**src/rtl/z80_bus_pkg.sv**
```systemverilog
// Shared definitions for the Z80-style I/O cycle sequencer: FSM states,
// transfer direction constants and a small direction helper.
package z80_bus_pkg;

    typedef enum logic [1:0] {
        ST_IDLE   = 2'd0,
        ST_SETUP  = 2'd1,
        ST_STROBE = 2'd2,
        ST_HOLD   = 2'd3
    } io_state_t;

    localparam logic IO_RD = 1'b0;
    localparam logic IO_WR = 1'b1;

    function automatic logic is_write(input logic we);
        return we == IO_WR;
    endfunction

endpackage

```
**src/rtl/rr_arbiter2.sv**
```systemverilog
// Two-way round-robin decision: when both requesters ask, the one that did
// not win last time gets the bus; a single request always wins.
module rr_arbiter2 (
    input  logic req0,
    input  logic req1,
    input  logic en,
    input  logic last_gnt,
    output logic gnt,
    output logic gnt_id
);

    // Pure combinational grant selection, only active while the sequencer is idle
    always_comb begin
        gnt    = 1'b0;
        gnt_id = 1'b0;
        if (en) begin
            if (req0 && req1) begin
                gnt    = 1'b1;
                gnt_id = ~last_gnt;
            end else if (req0) begin
                gnt    = 1'b1;
                gnt_id = 1'b0;
            end else if (req1) begin
                gnt    = 1'b1;
                gnt_id = 1'b1;
            end
        end
    end

endmodule

```
**src/rtl/io_cycle_arbiter_z80.sv**
```systemverilog
// Sequences Z80-style I/O read/write cycles (IORQ/RD/WR) towards the
// bus-monitor register file, sharing the bus between the host command port
// (requester 0) and the poll engine (requester 1). Every output is a flop.
import z80_bus_pkg::*;

module io_cycle_arbiter_z80 #(
    parameter int unsigned WAIT_STATES = 2
) (
    input  logic       clk_cpu,
    input  logic       reset_cpu,
    input  logic       req0,
    input  logic       req1,
    input  logic       we0,
    input  logic       we1,
    input  logic [7:0] adr0,
    input  logic [7:0] adr1,
    input  logic [7:0] wdat0,
    input  logic [7:0] wdat1,
    output logic       done0,
    output logic       done1,
    output logic [7:0] rdat,
    output logic [7:0] a_bus,
    output logic [7:0] d_out,
    output logic       d_oe,
    input  logic [7:0] d_in,
    output logic       io_req_n,
    output logic       rd_n,
    output logic       wr_n
);

    localparam logic [2:0] WAIT_LOAD = 3'(WAIT_STATES);

    io_state_t  state_q, state_d;
    logic [2:0] cnt_q, cnt_d;
    logic       last_gnt_q, last_gnt_d;
    logic       id_q, id_d;
    logic       we_q, we_d;
    logic [7:0] a_bus_q, a_bus_d;
    logic [7:0] d_out_q, d_out_d;
    logic       d_oe_q, d_oe_d;
    logic       io_req_n_q, io_req_n_d;
    logic       rd_n_q, rd_n_d;
    logic       wr_n_q, wr_n_d;
    logic       done0_q, done0_d;
    logic       done1_q, done1_d;
    logic [7:0] rdat_q, rdat_d;

    logic       gnt;
    logic       gnt_id;
    logic       sel_we;
    logic [7:0] sel_adr;
    logic [7:0] sel_wdat;

    rr_arbiter2 u_rr (
        .req0     (req0),
        .req1     (req1),
        .en       (state_q == ST_IDLE),
        .last_gnt (last_gnt_q),
        .gnt      (gnt),
        .gnt_id   (gnt_id)
    );

    // Next-state and next-output computation for the IDLE/SETUP/STROBE/HOLD cycle
    always_comb begin
        state_d    = state_q;
        cnt_d      = cnt_q;
        last_gnt_d = last_gnt_q;
        id_d       = id_q;
        we_d       = we_q;
        a_bus_d    = a_bus_q;
        d_out_d    = d_out_q;
        d_oe_d     = d_oe_q;
        io_req_n_d = io_req_n_q;
        rd_n_d     = rd_n_q;
        wr_n_d     = wr_n_q;
        done0_d    = 1'b0;
        done1_d    = 1'b0;
        rdat_d     = rdat_q;

        sel_we   = gnt_id ? we1   : we0;
        sel_adr  = gnt_id ? adr1  : adr0;
        sel_wdat = gnt_id ? wdat1 : wdat0;

        case (state_q)
            ST_IDLE: begin
                if (gnt) begin
                    state_d    = ST_SETUP;
                    last_gnt_d = gnt_id;
                    id_d       = gnt_id;
                    we_d       = sel_we;
                    a_bus_d    = sel_adr;
                    if (is_write(sel_we)) begin
                        d_out_d = sel_wdat;
                        d_oe_d  = 1'b1;
                    end
                end
            end
            ST_SETUP: begin
                state_d    = ST_STROBE;
                cnt_d      = WAIT_LOAD;
                io_req_n_d = 1'b0;
                rd_n_d     = is_write(we_q);
                wr_n_d     = ~is_write(we_q);
            end
            ST_STROBE: begin
                if (cnt_q == 3'd0) begin
                    state_d    = ST_HOLD;
                    io_req_n_d = 1'b1;
                    rd_n_d     = 1'b1;
                    wr_n_d     = 1'b1;
                    if (!is_write(we_q)) begin
                        rdat_d = d_in;
                    end
                    done0_d = ~id_q;
                    done1_d = id_q;
                end else begin
                    cnt_d = cnt_q - 3'd1;
                end
            end
            ST_HOLD: begin
                state_d = ST_IDLE;
                d_oe_d  = 1'b0;
            end
            default: begin
                state_d = ST_IDLE;
            end
        endcase
    end

    // State and output registers; reset releases the bus and favours requester 0
    always_ff @(posedge clk_cpu) begin
        if (reset_cpu) begin
            state_q    <= ST_IDLE;
            cnt_q      <= 3'd0;
            last_gnt_q <= 1'b1;
            id_q       <= 1'b0;
            we_q       <= IO_RD;
            a_bus_q    <= 8'h00;
            d_out_q    <= 8'h00;
            d_oe_q     <= 1'b0;
            io_req_n_q <= 1'b1;
            rd_n_q     <= 1'b1;
            wr_n_q     <= 1'b1;
            done0_q    <= 1'b0;
            done1_q    <= 1'b0;
            rdat_q     <= 8'h00;
        end else begin
            state_q    <= state_d;
            cnt_q      <= cnt_d;
            last_gnt_q <= last_gnt_d;
            id_q       <= id_d;
            we_q       <= we_d;
            a_bus_q    <= a_bus_d;
            d_out_q    <= d_out_d;
            d_oe_q     <= d_oe_d;
            io_req_n_q <= io_req_n_d;
            rd_n_q     <= rd_n_d;
            wr_n_q     <= wr_n_d;
            done0_q    <= done0_d;
            done1_q    <= done1_d;
            rdat_q     <= rdat_d;
        end
    end

    assign done0    = done0_q;
    assign done1    = done1_q;
    assign rdat     = rdat_q;
    assign a_bus    = a_bus_q;
    assign d_out    = d_out_q;
    assign d_oe     = d_oe_q;
    assign io_req_n = io_req_n_q;
    assign rd_n     = rd_n_q;
    assign wr_n     = wr_n_q;

endmodule

```
**config.mk**
```make
export PLATFORM = sky130hd
export DESIGN_NAME = io_cycle_arbiter_z80
export DESIGN_NICKNAME = d
export VERILOG_FILES = /design/src/rtl/z80_bus_pkg.sv /design/src/rtl/rr_arbiter2.sv /design/src/rtl/io_cycle_arbiter_z80.sv
export SDC_FILE = /design/constraint.sdc
export NUM_CORES = 1
export LEC_CHECK = 0
export BUFFER_PORTS_ARGS = -buffer_cell sky130_fd_sc_hd__buf_2
export CORE_AREA = 2 2 63 65
export DETAILED_ROUTE_END_ITERATION = 6
export DIE_AREA = 0 0 65 67
export GPL_ROUTABILITY_DRIVEN = 0
export PLACE_DENSITY = 0.8
export RECOVER_POWER = 100
export SETUP_SLACK_MARGIN = 0.5
export SYNTH_ARGS = -nofsm -noshare
export SYNTH_HDL_FRONTEND = slang
export SYNTH_SLANG_ARGS = --single-unit
export TNS_END_PERCENT = 5
```
**constraint.sdc**
```tcl
create_clock -name clk_cpu -period 3.95 [get_ports clk_cpu]
set_input_delay 1.185 -clock clk_cpu [delete_from_list [all_inputs] [get_ports clk_cpu]]
set_output_delay 1.185 -clock clk_cpu [all_outputs]
set_load 0.01 [all_outputs]
```
==> impl_metrics.json <==
{
  "hold_path_depth": 2,
  "cts_root_buf": "clkbuf_8",
  "pin_count": 76,
  "synth_cells": 202,
  "dpl.cell_count": 312,
  "layout.nets": 324,
  "r2r-end": "d_out[4]",
  "whs_endpoint": "io_req_n",
  "switchingPower_w": 0.000545,
  "final_max_slew_viol_count": 37,
  "grt_overflow": 0,
  "grt_pass1_vias": 1578,
  "cts.sinks": 38,
  "worstPathRequired_ns": 4.03,
  "min_period_over_period_pct": 75.3,
  "cp.arrival_ns": 3.05,
  "cp_max_fo": 18,
  "clockBufferDepth": 2,
  "antenna_found_initial": 0,
  "synth_top_area_share_pct": 43.6,
  "synth_seq_cells": 38,
  "path_clk_slew_ns": 0.07,
  "synth_cell_types": 27,
  "synth_nets": 255,
  "ant_nets": 0,
  "drt-initial-drc-count": 49,
  "place_ws_ns": 1.07,
  "cp_num_buf_inv": 1,
  "ys_warn_count": 0,
  "grt_max_degree": 37,
  "crit_slowest_cell": "and2_0",
  "hpwlAfterDp_um": 2820,
  "clk_latency_ns": 0.28,
  "setup_ws_ns": 0.977,
  "finalHoldViolCount": 0,
  "p_leak_nw": 0.871,
  "routed_wirelength_um": 3890,
  "synth_top_area_cell": "dfxtp_1",
  "core_um2": 3610,
  "synth_area_um2": 1740,
  "yosysMostFrequentCell": "dfxtp_1",
  "setup_viol": 0,
  "skew_ns": 0.00790,
  "drt_first_pass_iters": 4,
  "finalCriticalPeriod_ns": 2.97,
  "cts_max_level": 2,
  "pwr-share-clk_pct": 18.5,
  "hp-class": "flip-flop to flip-flop",
  "cts_setup_buffers": 0,
  "port_buffers": 75,
  "cap_violations": 1,
  "critPathKind": "primary input to flip-flop",
  "area_growth_pct": 23.2,
  "hold_buffers": 0,
  "r2r-start": "last_gnt_q",
  "cts_inserted_buffers": 5,
  "n_antenna_cell": 0,
  "synth_edf_count": 0,
  "cts_tree": "yes",
  "yosysSeqAreaShare_pct": 43.6,
  "max_freq_mhz": 336,
  "layout-drive-gt1-share_pct": 22.6,
  "die_h_um": 67,
  "cp-startpoint": "req1",
  "die_area_um2": 4360,
  "vias": 1661,
  "path_cells": "clkbuf_1 -> a21boi_4 -> a32o_1 -> and2_0 -> a311oi_1",
  "initial_core_util_pct": 48.3,
  "routedWlPerCell_um": 12.2,
  "final_cells": 318,
  "synthArstFlopShare_pct": 0,
  "status": "finished with violations",
  "critical-path-top-delay-family": "compound AO/OA/AOI/OAI gates",
  "p_sw_share_pct": 39.3,
  "crit_cells": 5,
  "ctsResizeCount": 0,
  "via_per_inst": 5.22,
  "pwr-share-seq_pct": 40.9,
  "setup_tns_ns": 0,
  "grt_usage_pct": 20.1,
  "route.detailed.drc": 0,
  "crit_path_start_kind": "primary input",
  "slew_headroom_pct": -11.7,
  "min_from": "io_req_n",
  "synth.area.top_cells": "dfxtp_1, nand2_1, a311oi_2, a21oi_1, ha_1",
  "violations": "max-capacitance violations, max-slew violations",
  "syn_area_per_cell_um2": 8.63,
  "power_density_nw_per_um2": 646,
  "rows": 22,
  "grt_first_pass_wirelength_um": 6580,
  "rr_worst_depth": 4,
  "die_w_um": 65,
  "combPwrFrac_pct": 40.6,
  "synth_ff_type": "dfxtp_1",
  "crit_path_end_kind": "flip-flop",
  "peakVddDrop_mv": 0.371,
  "p_int_w": 0.000843,
  "r2r_slack_ns": 1.76,
  "slowest_delay_ns": 0.56,
  "rsz0062_at_grt": "no",
  "worst_pin_slew_ns": 1.68,
  "synth_commonest_cells": "dfxtp_1, nand2_1, a21oi_1"
}
## worst max-delay path by stage
stage / end / slack [ns]
after global placement: d_out[7] / 1.12
after CTS: d_out[4] / 1.38
after global routing: d_out[4] / 0.77
after floorplan: d_out[0] / 1.83
after detailed placement: d_out[4] / 1.07
final: d_out[4] / 0.98
## power groups by stage
stage	Combinational, W	Clock (W)	Sequential (W)
global route	0.000649	0.000278	0.000584
finish	0.000563	0.000256	0.000568
global placement	0.000578	0	0.000572
detailed placement	0.000594	0	0.000573
CTS	0.000594	0.000264	0.000567
floorplan	0.000396	0	0.000603
## flip-flops by register name, indices dropped and copies added (netlist names)
register    count
done1           1
cnt_q           3
id_q            1
done0           1
d_oe            1
wr_n            1
last_gnt_q      1
rd_n            1
state_q         2
io_req_n        1
d_out           8
a_bus           8
we_q            1
rdat            8
## logic make-up (layout without fill, tap and decap cells)
kind of cell | count (synthesis) | in the layout | share of synthesized area (%)
fa+ha+maj | 7 | 7 | 5.02
compound gates | 52 | 52 | 22.7
mux | 3 | 3 | 1.79
buf+inv | 18 | 86 | 5.10
flops | 38 | 38 | 43.6
simple gates | 84 | 84 | 21.8
## stage by stage
stage	area [um2]	hold slack, ns	util [%]	total power, W
finish	2150	0.452	59.5	0.00139
global route	2150	0.483	59.5	0.00151
CTS	2190	0.449	60.9	0.00142
detailed placement	2110	0.439	58.6	0.00117
global placement	2110	0.431	58.6	0.00115
floorplan	1740	0.416	-	0.000999
## cells in the final DEF (no fill, tap or decap), drive strengths merged, types with 7 or more instances in the layout
master / instances
clkbuf: 38
o21ai: 10
a21oi: 21
a311oi: 16
nand2: 37
nand3: 17
dfxtp: 38
ha: 7
buf: 44
nor2: 14
## per-layer routing
layer  share of wire (%)  up-vias  global-route usage (%)  wire, um
met5                   0        -                       0         0
met4                 1.1        0                    9.04        41
li1                    -      851                       -         -
met3                 7.9        4                    6.76       307
met2                  47       67                    35.7      1810
met1                  45      739                    21.4      1730
## worst reg2reg max path: stages (launching register included)
cell      delay (ns)
dfxtp_1         0.35
a21boi_4        0.42
a32o_1          0.45
and2_0          0.57
a311oi_1        0.20
## cell type report
type | count | area, um2
Timing Repair Buffer | 76 | 343
Sequential cell | 38 | 761
Fill cell | 336 | 1460
Tap cell | 48 | 60.1
Clock buffer | 6 | 82.6
Multi-Input combinational cell | 146 | 886
Inverter | 4 | 15.0
(Power assumes the default switching activity.)
